## src/rtl/apb_master.sv

```systemverilog
// APB initiator: turns single request/response transactions into APB SETUP/ACCESS
// transfers on one of NUM_SLV address-decoded slaves, with a PREADY timeout.
module apb_master #(
    parameter int          NUM_SLV   = 4,
    parameter logic [31:0] BASE_ADDR = 32'h1000_0000,
    parameter logic [31:0] SLV_SPAN  = 32'h0000_1000,
    parameter int          TIMEOUT   = 16
) (
    input  logic                    PCLK,
    input  logic                    PRESET,
    input  logic                    req_valid,
    output logic                    req_ready,
    input  logic                    req_write,
    input  logic [31:0]             req_addr,
    input  logic [31:0]             req_wdata,
    output logic                    rsp_valid,
    output logic [31:0]             rsp_rdata,
    output logic                    rsp_err,
    output logic [31:0]             PADDR,
    output logic                    PWRITE,
    output logic [31:0]             PWDATA,
    output logic                    PENABLE,
    output logic [NUM_SLV-1:0]      PSEL,
    input  logic [NUM_SLV*32-1:0]   PRDATA,
    input  logic [NUM_SLV-1:0]      PREADY
);
    localparam int          IW     = (NUM_SLV > 1) ? $clog2(NUM_SLV) : 1;
    localparam int          CW     = $clog2(TIMEOUT + 1);
    localparam logic [32:0] SPAN33 = {1'b0, SLV_SPAN};

    typedef enum logic [1:0] {IDLE, SETUP, ACCESS} state_t;

    state_t        state, state_nx;
    logic [IW-1:0] sel_idx, dec_idx;
    logic [CW-1:0] cnt;
    logic [31:0]   off, dec_base, sel_rdata;
    logic          hit, sel_ready, tmo;

    // Range decode; 33-bit compares keep the top slave window from wrapping.
    always_comb begin
        off      = req_addr - BASE_ADDR;
        hit      = 1'b0;
        dec_idx  = '0;
        dec_base = '0;
        for (int i = 0; i < NUM_SLV; i++) begin
            if (req_addr >= BASE_ADDR &&
                {1'b0, off} >= 33'(i) * SPAN33 &&
                {1'b0, off} <  33'(i + 1) * SPAN33) begin
                hit      = 1'b1;
                dec_idx  = IW'(i);
                dec_base = 32'(i) * SLV_SPAN;
            end
        end
    end

    assign sel_ready = PREADY[sel_idx];
    assign sel_rdata = PRDATA[32*sel_idx +: 32];
    assign tmo       = (cnt == CW'(TIMEOUT - 1));
    assign req_ready = (state == IDLE);
    assign PENABLE   = (state == ACCESS);

    always_comb begin
        PSEL = '0;
        if (state != IDLE) PSEL[sel_idx] = 1'b1;
    end

    always_comb begin
        state_nx = state;
        case (state)
            IDLE:    if (req_valid && hit) state_nx = SETUP;
            SETUP:   state_nx = ACCESS;
            ACCESS:  if (sel_ready || tmo) state_nx = IDLE;
            default: state_nx = IDLE;
        endcase
    end

    always_ff @(posedge PCLK or posedge PRESET) begin
        if (PRESET) begin
            state     <= IDLE;
            sel_idx   <= '0;
            cnt       <= '0;
            PADDR     <= '0;
            PWRITE    <= 1'b0;
            PWDATA    <= '0;
            rsp_valid <= 1'b0;
            rsp_rdata <= '0;
            rsp_err   <= 1'b0;
        end else begin
            state     <= state_nx;
            rsp_valid <= 1'b0;
            case (state)
                IDLE: if (req_valid) begin
                    if (hit) begin
                        sel_idx <= dec_idx;
                        PADDR   <= off - dec_base;
                        PWRITE  <= req_write;
                        PWDATA  <= req_wdata;
                    end else begin
                        rsp_valid <= 1'b1;
                        rsp_err   <= 1'b1;
                        rsp_rdata <= '0;
                    end
                end
                ACCESS: begin
                    if (sel_ready) begin
                        rsp_valid <= 1'b1;
                        rsp_err   <= 1'b0;
                        rsp_rdata <= PWRITE ? 32'h0 : sel_rdata;
                        cnt       <= '0;
                    end else if (tmo) begin
                        rsp_valid <= 1'b1;
                        rsp_err   <= 1'b1;
                        rsp_rdata <= '0;
                        cnt       <= '0;
                    end else begin
                        cnt <= cnt + 1'b1;
                    end
                end
                default: ;
            endcase
        end
    end
endmodule

```

## config.mk

```make
export PLATFORM = sky130hd
export DESIGN_NAME = apb_master
export DESIGN_NICKNAME = d
export VERILOG_FILES = /design/src/rtl/apb_master.sv
export SDC_FILE = /design/constraint.sdc
export NUM_CORES = 1
export LEC_CHECK = 0
export CAP_MARGIN = 20
export CORE_AREA = 2 2 120 122
export DETAILED_ROUTE_END_ITERATION = 8
export DIE_AREA = 0 0 122 124
export GPL_TIMING_DRIVEN = 0
export PLACE_DENSITY = 0.81
export SLEW_MARGIN = 20
export SYNTH_ARGS = -nofsm -noshare
export SYNTH_HDL_FRONTEND = slang
export SYNTH_SLANG_ARGS = --single-unit
```

## constraint.sdc

```tcl
create_clock -name PCLK -period 8.17 [get_ports PCLK]
set_input_delay 2.451 -clock PCLK [delete_from_list [all_inputs] [get_ports PCLK]]
set_output_delay 2.451 -clock PCLK [all_outputs]
set_load 0.02 [all_outputs]
```

==> results.sh <==
export IMPL_drive_gt1_frac=0.0896
export IMPL_period_share=0.800
export IMPL_track_usage=0.251
export IMPL_cts_root_buf="clkbuf_16"
export IMPL_worst_pin_slew_ns=0.823
export IMPL_cts_buffer_depth=2
export IMPL_io_buffers=304
export IMPL_clk_pin_slew_ns=0.07
export IMPL_die_h_um=124
export IMPL_worstHoldPathType="register to register"
export IMPL_period_minus_slack_ns=6.53
export IMPL_finalSetupViolations=0
export IMPL_area_growth_pct=60.8
export IMPL_cts_setup_buffers=0
export IMPL_grt_pass1_vias=5554
export IMPL_ys_types=50
export IMPL_netlist_top_cells_area="dfrtp_1 46%, mux4_2 12%, mux2_1 9.8%"
export IMPL_syn_nets=658
export IMPL_finClkSkew_ns=0.00672
export IMPL_vias=5340
export IMPL_die_x_um=122
export IMPL_ant_nets=0
export IMPL_max_slew_margin_rel=0.452
export IMPL_cpMostUsedCell="or4_1"
export IMPL_cp_depth=13
export IMPL_finalPower_w=0.00171
export IMPL_cp_cell_sequence="clkdlybuf4s50_1 > or4_1 > clkbuf_1 > nor4_1 > nand3_1 > nor2_1 > ha_1 > inv_1 > fa_1 > or4_1 > o41ai_1 > xnor2_1 > mux2_2"
export IMPL_grt_pass1_wl_um=28900
export IMPL_final_core_util=0.686
export IMPL_postSynthAreaPerCell_um2=13.0
export IMPL_drc=0
export IMPL_max_freq_mhz=153
export IMPL_cts_hold_buf=0
export IMPL_dieArea_um2=15100
export IMPL_worstPathMaxFanout=7
export IMPL_first_pass_iters=4
export IMPL_endpoint_kind="register"
export IMPL_synth_edff_count=0
export IMPL_cts_sinks=108
export IMPL_ys_dominant_reg_cell="dfrtp_1"
export IMPL_placed_area_um2=9160
export IMPL_grt_antenna_before_repair=1
export IMPL_power_density_nw_per_um2=181
export IMPL_wl_per_cell_um=20.2
export IMPL_syn_area_um2=5860
export IMPL_synthCells=451
export IMPL_ys_ff_latch=108
export IMPL_gp_congestion=0.898
export IMPL_max_cap_violations=0
export IMPL_cp_required_ns=8.40
export IMPL_final_setup_tns_ns=0
export IMPL_cts_tree="yes"
export IMPL_async_flop_share=1.00
export IMPL_grt_max_degree=75
export IMPL_numCtsBuffers=9
export IMPL_via_per_inst=5.62
export IMPL_cts_max_level=3
export IMPL_slew_violations=0
export IMPL_ys_warn_count=0
export IMPL_outcome="completed"
export IMPL_crit_path_start_kind="input port"
export IMPL_reg2reg_depth=4
export IMPL_grt_setup_unrepaired="no"
export IMPL_p_leak_nw=3.62
export IMPL_whs_ns=0.483
export IMPL_cts_resized=0
export IMPL_yosysTopAreaCell="dfrtp_1"
export IMPL_crit_family="simple AND/OR/NAND/NOR gates"
export IMPL_hpwl_um=15800
export IMPL_drtIter0Drc=216
export IMPL_nets=974
export IMPL_io_pins=305
export IMPL_cp_data_arrival_time_ns=6.76
export IMPL_coreArea_um2=13700
export IMPL_clkLatencyLatePin_ns=0.34
export IMPL_initial_utilization=0.427
export IMPL_rrSetupSlack_ns=5.57
export IMPL_row_count=43
export IMPL_ys_seq_area_frac=0.462
export IMPL_hold_depth=1
export IMPL_critPathSlowestCell="or4_1"
export IMPL_overflow=0
export IMPL_ir_drop_uv=124
export IMPL_layout_cell_area_non_filler_um2=9420
export IMPL_path_class="input port to register"
export IMPL_critPathMaxStageDelay_ns=0.64
export IMPL_synth_top_area_frac=0.462
export IMPL_routed_wl_um=19200
export IMPL_hold_viol=0
export IMPL_crit_buf_inv=3
layer usage:
layer	part of all wire	vias to the layer above	wire, um	global-route usage
met5	0	-	0	0
met2	0.53	277	10200	0.474
li1	-	2423	-	-
met3	0.079	40	1520	0.0559
met1	0.36	2600	6830	0.272
met4	0.032	0	619	0.104
kinds of logic (layout without fill, tap and decap cells):
group / Yosys count / after routing / share of synthesized area
compound gates: 104 / 104 / 0.145
xor+xnor: 13 / 13 / 0.0194
fa+ha+maj: 7 / 7 / 0.0162
buf+inv: 51 / 370 / 0.0400
flops: 108 / 108 / 0.462
mux: 94 / 94 / 0.242
other cells: 0 / 1 / 0
simple gates: 74 / 74 / 0.0759
cell type report:
type	count	area [um^2]
Tap cell	180	225
Antenna cell	1	2.50
Fill cell	1001	4300
Multi-Input combinational cell	292	2920
Inverter	10	43.8
Timing Repair Buffer	305	3070
Sequential cell	108	2700
Clock inverter	3	15.0
Clock buffer	11	243
Buffer	41	195
sequential cells by signal (all words and copies together) (netlist names):
register / cells
PWRITE: 1
PADDR: 32
rsp_rdata: 32
rsp_err: 1
sel_idx: 2
cnt: 5
rsp_valid: 1
state: 2
PWDATA: 32
cell usage in the layout (no fill, tap or decap), types with 2 or more instances in the layout:
| cell | Yosys | layout |
|---|---|---|
| ha_1 | 6 | 6 |
| clkbuf_16 | 0 | 9 |
| or4_1 | 6 | 6 |
| nor3_1 | 6 | 6 |
| o41ai_1 | 2 | 2 |
| dfrtp_1 | 108 | 108 |
| o2bb2ai_1 | 33 | 33 |
| o31a_1 | 2 | 2 |
| o2111ai_1 | 32 | 32 |
| a31oi_1 | 8 | 8 |
| mux4_2 | 32 | 32 |
| or3_1 | 6 | 6 |
| nand2_1 | 11 | 11 |
| o21ai_0 | 11 | 11 |
| nor3b_1 | 4 | 4 |
| and4b_1 | 2 | 2 |
| a21oi_1 | 3 | 3 |
| nor4_1 | 5 | 5 |
| and3b_1 | 2 | 2 |
| mux2_2 | 10 | 10 |
| clkdlybuf4s50_1 | 0 | 304 |
| nand3_1 | 7 | 7 |
| xnor2_1 | 9 | 9 |
| o31ai_1 | 8 | 8 |
| buf_1 | 5 | 5 |
| buf_6 | 5 | 5 |
| nor2b_1 | 2 | 2 |
| mux2_1 | 51 | 51 |
| inv_1 | 9 | 8 |
| nor2_1 | 9 | 9 |
| nand4_1 | 3 | 3 |
| xor2_1 | 4 | 4 |
| nor4b_1 | 2 | 2 |
| clkbuf_1 | 30 | 31 |
| clkinv_2 | 1 | 4 |
per-stage QoR:
step	setup WS, ns	cells
2_1_floorplan	2.32	451
4_1_cts	1.68	950
5_1_grt	1.36	951
3_5_place_dp	1.31	936
6_report	1.64	951
3_3_place_gp	1.31	935
Yosys cell counts (all sizes together) (4+ instances only):
cell     instances
o21ai           11
nand3            8
nor2             9
ha               6
o31ai            8
dfrtp          108
a31oi            8
inv              9
nand2           11
mux4            32
mux2            61
nor3b            4
xor2             4
xnor2            9
or4              6
nor4             5
or3              6
buf             11
o2111ai         32
nor3             6
o2bb2ai         33
clkbuf          30
path summary, 6_finish.rpt:
kind,from,endpoint
worst max-delay path,req_addr[18],PADDR[30]$_DFFE_PP0P_
max in group asynchronous,PRESET,sel_idx[0]$_DFFE_PP0P_
worst min-delay path,PWDATA[27]$_DFFE_PP0P_,PWDATA[27]$_DFFE_PP0P_
min in group asynchronous,PRESET,PWDATA[30]$_DFFE_PP0P_
worst min register to register,PWDATA[27]$_DFFE_PP0P_,PWDATA[27]$_DFFE_PP0P_
worst max register to register,sel_idx[0]$_DFFE_PP0P_,rsp_rdata[3]$_DFFE_PP0P_
where the power goes:
part | total, W | leakage (nW) | internal, W | switching [W]
sequential | 0.000700 | 1.39 | 0.000640 | 0.0000603
combinational | 0.000616 | 2.09 | 0.000338 | 0.000278
clock | 0.000393 | 0.131 | 0.000210 | 0.000183
total | 0.00171 | 3.62 | 0.00119 | 0.000521
(Power assumes the default switching activity.)
